[config.mk]
export PLATFORM = sky130hd
export DESIGN_NAME = depth_core_scheduler
export DESIGN_NICKNAME = d
export VERILOG_FILES = /design/src/rtl/depth_core_scheduler.sv
export SDC_FILE = /design/constraint.sdc
export NUM_CORES = 1
export LEC_CHECK = 0
export BUFFER_PORTS_ARGS = -buffer_cell sky130_fd_sc_hd__buf_2
export CAP_MARGIN = 5
export CORE_AREA = 2 2 221 223
export CTS_BUF_LIST = sky130_fd_sc_hd__clkbuf_8
export CTS_CLUSTER_SIZE = 16
export DETAILED_ROUTE_END_ITERATION = 10
export DIE_AREA = 0 0 223 225
export GPL_TIMING_DRIVEN = 0
export PLACE_DENSITY_LB_ADDON = 0.2
export SLEW_MARGIN = 40
export SYNTH_ARGS = -nofsm -noshare
export SYNTH_HDL_FRONTEND = slang
export SYNTH_SLANG_ARGS = --single-unit
export TNS_END_PERCENT = 30
[constraint.sdc]
create_clock -name sysclk -period 4.06 [get_ports sysclk]
set_clock_uncertainty 0.05 [all_clocks]
set_input_delay 0.203 -clock sysclk [delete_from_list [all_inputs] [get_ports sysclk]]
set_output_delay 0.203 -clock sysclk [all_outputs]
set_load 0.01 [all_outputs]
[src/rtl/depth_core_scheduler.sv]
// Frame scheduler for a bank of Mandelbrot depth engines.
// Round-robin issue to idle cores, strict in-order retire.
module depth_core_scheduler #(
  parameter int NUM_CORES = 4,
  parameter int H_RES     = 640,
  parameter int V_RES     = 480,
  parameter int COLOR_W   = 24
) (
  input  logic                         sysclk,
  input  logic                         reset,
  input  logic                         frame_start,
  output logic                         busy,
  output logic                         frame_done,
  input  logic                         src_valid,
  output logic                         src_ready,
  input  logic [9:0]                   src_x,
  input  logic [8:0]                   src_y,
  input  logic [31:0]                  src_re,
  input  logic [31:0]                  src_im,
  output logic [NUM_CORES-1:0]         core_start,
  output logic [NUM_CORES*10-1:0]      core_x,
  output logic [NUM_CORES*9-1:0]       core_y,
  output logic [NUM_CORES*32-1:0]      core_re,
  output logic [NUM_CORES*32-1:0]      core_im,
  input  logic [NUM_CORES-1:0]         core_done,
  input  logic [NUM_CORES*COLOR_W-1:0] core_color,
  output logic                         out_valid,
  input  logic                         out_ready,
  output logic [9:0]                   out_x,
  output logic [8:0]                   out_y,
  output logic [COLOR_W-1:0]           out_color
);

  localparam int PW = $clog2(NUM_CORES);
  localparam logic [18:0] TOTAL = 19'(H_RES * V_RES);

  typedef enum logic [1:0] {IDLE, RUN, DRAIN} state_t;

  state_t state, state_nx;

  logic [PW-1:0]        issue_ptr, retire_ptr;
  logic [18:0]          issued, retired;
  logic [NUM_CORES-1:0] slot_busy, res_valid;
  logic [9:0]           sx [NUM_CORES];
  logic [8:0]           sy [NUM_CORES];
  logic [31:0]          sre [NUM_CORES];
  logic [31:0]          sim [NUM_CORES];
  logic [COLOR_W-1:0]   scol [NUM_CORES];

  logic accept, retire, last_issue, last_retire;

  assign src_ready = (state == RUN)
                   & ~slot_busy[issue_ptr]
                   & ~res_valid[issue_ptr]
                   & (issued < TOTAL);
  assign accept      = src_valid & src_ready;
  assign out_valid   = res_valid[retire_ptr];
  assign retire      = out_valid & out_ready;
  assign last_issue  = accept & (issued == TOTAL - 19'd1);
  assign last_retire = retire & (retired == TOTAL - 19'd1);
  assign out_x       = sx[retire_ptr];
  assign out_y       = sy[retire_ptr];
  assign out_color   = scol[retire_ptr];
  assign busy        = (state != IDLE);
  assign frame_done  = (state == DRAIN) & last_retire;

  always_comb begin
    state_nx = state;
    unique case (state)
      IDLE:    if (frame_start) state_nx = RUN;
      RUN:     if (last_issue) state_nx = DRAIN;
      DRAIN:   if (last_retire) state_nx = IDLE;
      default: state_nx = IDLE;
    endcase
  end

  always_ff @(posedge sysclk) begin
    if (reset) state <= IDLE;
    else       state <= state_nx;
  end

  always_ff @(posedge sysclk) begin
    if (reset) begin
      issue_ptr  <= '0;
      retire_ptr <= '0;
      issued     <= '0;
      retired    <= '0;
      core_start <= '0;
    end else begin
      core_start <= '0;
      if (state == IDLE && frame_start) begin
        issue_ptr  <= '0;
        retire_ptr <= '0;
        issued     <= '0;
        retired    <= '0;
      end
      if (accept) begin
        issued                <= issued + 19'd1;
        issue_ptr             <= issue_ptr + 1'b1;
        core_start[issue_ptr] <= 1'b1;
      end
      if (retire) begin
        retired    <= retired + 19'd1;
        retire_ptr <= retire_ptr + 1'b1;
      end
    end
  end

  // Issue only targets free slots and done only hits busy ones,
  // so the per-slot updates below never collide.
  always_ff @(posedge sysclk) begin
    if (reset) begin
      slot_busy <= '0;
      res_valid <= '0;
      for (int i = 0; i < NUM_CORES; i++) begin
        sx[i]   <= '0;
        sy[i]   <= '0;
        sre[i]  <= '0;
        sim[i]  <= '0;
        scol[i] <= '0;
      end
    end else begin
      for (int i = 0; i < NUM_CORES; i++) begin
        if (accept && issue_ptr == PW'(i)) begin
          slot_busy[i] <= 1'b1;
          sx[i]        <= src_x;
          sy[i]        <= src_y;
          sre[i]       <= src_re;
          sim[i]       <= src_im;
        end else if (core_done[i] && slot_busy[i]) begin
          slot_busy[i] <= 1'b0;
          res_valid[i] <= 1'b1;
          scol[i]      <= core_color[i*COLOR_W +: COLOR_W];
        end
        if (retire && retire_ptr == PW'(i))
          res_valid[i] <= 1'b0;
      end
    end
  end

  for (genvar g = 0; g < NUM_CORES; g++) begin : g_core
    assign core_x[g*10 +: 10]  = sx[g];
    assign core_y[g*9 +: 9]    = sy[g];
    assign core_re[g*32 +: 32] = sre[g];
    assign core_im[g*32 +: 32] = sim[g];
  end

endmodule

==> impl_summary.txt <==
----------------------------------------------------
[Min path]
  Path category of the worst min-delay check ... input port to flop
  Number of cells on the worst hold path ... 4

[Routing]
  Final wirelength ... 67900 um
  Wire length per cell ... 23.5 um
  Via density per instance ... 5.22
  Number of DRC markers in iteration 0 ... 1254
  Via count ... 15100
  Number of nets still failing antenna checks after routing ... 0
  DRC viols ... 0
  Total iterations of the first detailed-routing run ... 5

[Timing]
  Tmin final ... 3130 ps
  Crit path setup slack, layout ... 933 ps
  Worst slack on hold paths ... 187 ps
  Unrepaired setup endpoints after global routing ... no
  Slew @ Worst Pin ... 794 ps
  Max transition margin ... 47.1%
  Fin. max-slew vios ... 0
  Total negative setup slack ... 0 ps
  Final hold viol count ... 0
  Endpoints failing setup ... 0
  Maximum frequency from static timing analysis ... 320 MHz
  Final clock period utilization by the worst path ... 77.0%

[Final layout]
  Layout overhead on the synthesized area ... 36.0%
  Finished Core Util ... 57.4%
  Final non-filler cell area ... 0.0273 sq mm
  Nets ... 2400
  Proportion of layout cells with a drive suffix above 1 ... 34.0%
  Number of standard cells in the layout, taps in and fillers out ... 2894

[Setup path]
  Critical Setup Path Class ... flop to flop
  Arrival time worst endpoint ... 3410 ps
  Critical Path End Type ... flop
  Launching element type of the critical path ... flop
  Worst reg2reg path depth ... 7
  Worst endpoint required time ... 4340 ps
  Reg2reg setup slack ... 930 ps
  Maximum fanout encountered on the critical timing path ... 64

[Clocking]
  Number of H-tree levels ... 3
  Clock transition time at the flip-flop clock pins of the worst setup and hold paths ... 60 ps
  CTS tree ... yes
  Number of clock sinks ... 486
  Number of clock buffers inserted by TritonCTS ... 82
  Worst skew pair latency ... 650 ps
  Clock Root Buffer ... sky130_fd_sc_hd__clkbuf_8
  Count of buffers added by post-CTS timing repair for setup ... 0
  Maximum clock path buffer count ... 3

[Pwr]
  Worst IR Drop VDD ... 0.208 mV
  Switching power share of the total ... 24.5%
  Sequential Power Share ... 52.0%
  Internal power contribution ... 8.29 mW
  Combinational group share of total power ... 9.1%
  Switching pwr ... 2.69 mW
  Leakage power summed over all cells ... 11.6 nW
  Power density over cell area ... 402 mW/mm^2
  Total power after layout ... 11.0 mW
  Fraction of power consumed by the clock network ... 38.9%

[Logic synthesis]
  Synthesized net count ... 1559
  Mean area per synthesized cell ... 14.8 sq um
  Flops & latches, synth ... 486
  Post-synth top flop ... sky130_fd_sc_hd__edfxtp_1
  YS warnings ... 0
  Share of synthesized area occupied by flip-flops and latches ... 69.8%
  Async set or reset register ratio after synthesis ... 0%
  Area of the mapped netlist ... 0.0201 sq mm
  Number of flops mapped to enable cells by yosys ... 428
  Synthesized instance count ... 1361
  Synth unique cells ... 61

[Global routing]
  Total Routing Usage GR ... 26.5%
  Most Used Layer, Global Route ... met2
  Largest net degree at the start of global routing ... 66
  GRT met2 Usage ... 46.1%
  Total congestion overflow ... 0
  Grt met1 use ... 31.6%
  First-pass GRT wire length ... 98200 um
  Antenna violations before repair ... 9
  Vias in the first global route ... 15400
  Global routing met3 resource utilization ... 5.97%

[Floorplan]
  Core Region ... 0.0475 sq mm
  Top-level I/O count ... 571
  Full die area ... 0.0502 sq mm
  Height of the die ... 225 um
  Starting utilization of the core area ... 42.2%
  X dimension of the die ... 223 um
  Site Rows ... 80

[Run]
  Max-Cap Viols ... 0

[Place]
  Worst-case setup slack after placement ... 996 ps
  Number of placed instances with taps included ... 2549
  Weighted congestion reported at the end of routability-driven placement ... 0.874
  HPWL after DPL ... 47800 um
  Post-place instance area ... 0.0238 sq mm
  Port-buffer cells ... 569

[Outcome]
  Run status ... finished clean

----------------------------------------------------
-- what timing repair did --
item,CTS,global route
hold buffers,184,0
resized for setup,0,0
hold endpoints to repair,433,0
-- cells in the mapped netlist (11+ instances only) --
master	number	area [sq um]
sky130_fd_sc_hd__and3_1	103	644
sky130_fd_sc_hd__buf_2	12	60.1
sky130_fd_sc_hd__inv_1	13	48.8
sky130_fd_sc_hd__nand4_1	15	93.8
sky130_fd_sc_hd__mux4_2	45	1010
sky130_fd_sc_hd__edfxtp_1	428	12900
sky130_fd_sc_hd__and2_1	338	2110
sky130_fd_sc_hd__nor2_1	18	67.6
sky130_fd_sc_hd__dfxtp_1	58	1160
sky130_fd_sc_hd__a21oi_1	31	155
sky130_fd_sc_hd__clkbuf_1	70	263
sky130_fd_sc_hd__nand3_1	29	145
sky130_fd_sc_hd__nand2_1	33	124
sky130_fd_sc_hd__o21ai_0	11	55.1
-- cell type report --
| type | count | area [sq um] |
|---|---|---|
| antenna | 9 | 22.5 |
| buffer | 92 | 369 |
| clock buffer | 90 | 1240 |
| clock inverter | 62 | 348 |
| fill | 3922 | 20300 |
| inverter | 14 | 82.6 |
| multi-input combinational | 769 | 5650 |
| sequential | 486 | 14000 |
| tap | 615 | 769 |
| timing repair buffer | 757 | 4800 |
-- per-layer routing --
layer | share of wire, % | vias up
met3 | 7.1 | 149
met1 | 38 | 7533
li1 | - | 6758
met5 | 0.024 | -
met4 | 3.9 | 2
met2 | 51 | 678
-- sequential cells by signal (all words and copies together), names as in the netlist, named ones only --
| signal | flops |
|---|---|
| core_start | 4 |
| issue_ptr | 2 |
| issued | 19 |
| res_valid | 4 |
| retire_ptr | 2 |
| retired | 19 |
| scol | 96 |
| sim | 128 |
| slot_busy | 4 |
| sre | 128 |
| state | 2 |
| sx | 40 |
| sy | 36 |
-- power by group through the flow --
stage	Sequential, mW	Clock (mW)	Combinational (mW)
after floorplan	5.89	0	0.257
after global placement	5.83	0	0.815
after detailed placement	5.81	0	0.842
after CTS	5.71	4.34	0.995
after global routing	5.73	4.54	1.05
final	5.71	4.27	0.993
-- worst paths after layout --
path / to / startpoint
worst min register to register: issued[10]$_SDFFE_PP0P_ / issued[10]$_SDFFE_PP0P_
worst min-delay path: issued[8]$_SDFFE_PP0P_ / src_valid
worst max-delay path: sre[3][12]$_SDFFCE_PN0P_ / issue_ptr[0]$_SDFFE_PP0P_
worst max register to register: sre[3][12]$_SDFFCE_PN0P_ / issue_ptr[0]$_SDFFE_PP0P_
-- logic make-up after synthesis --
kind of cell,share of synthesized area [%]
muxes,5.68
DFF,69.8
adders and majority gates,0.623
and+or+nand+nor,18.6
buffers and inverters,2.10
AOI/OAI and AO/OA,3.19
-- worst max-delay path: stages, from the launching register on --
cell                       delay (ps)
sky130_fd_sc_hd__dfxtp_1          330
sky130_fd_sc_hd__inv_2            140
sky130_fd_sc_hd__mux4_2           500
sky130_fd_sc_hd__buf_2            190
sky130_fd_sc_hd__a31oi_2          400
sky130_fd_sc_hd__clkbuf_1         580
sky130_fd_sc_hd__inv_8            210
sky130_fd_sc_hd__buf_16           290
-- cell usage in the layout (no fill, tap or decap), drive strengths merged, types with 5 or more instances in the layout --
| cell | netlist | layout |
|---|---|---|
| buf | 21 | 594 |
| nand4 | 16 | 16 |
| a21oi | 31 | 31 |
| nor4 | 12 | 12 |
| nand2b | 7 | 7 |
| nor2 | 18 | 18 |
| or2 | 5 | 5 |
| mux2 | 6 | 6 |
| nand2 | 33 | 33 |
| edfxtp | 428 | 428 |
| and2 | 338 | 338 |
| or3 | 10 | 10 |
| mux4 | 45 | 45 |
| and3 | 103 | 103 |
| clkinv | 0 | 36 |
| and4 | 9 | 9 |
| or4 | 11 | 11 |
| o21ai | 11 | 11 |
| o211ai | 9 | 9 |
| diode | 0 | 9 |
| nand3 | 30 | 30 |
| mux2i | 6 | 6 |
| a31oi | 13 | 13 |
| inv | 14 | 36 |
| ha | 10 | 10 |
| dlygate4sd3 | 0 | 184 |
| dfxtp | 58 | 58 |
| clkbuf | 71 | 161 |
(Power assumes the default switching activity.)
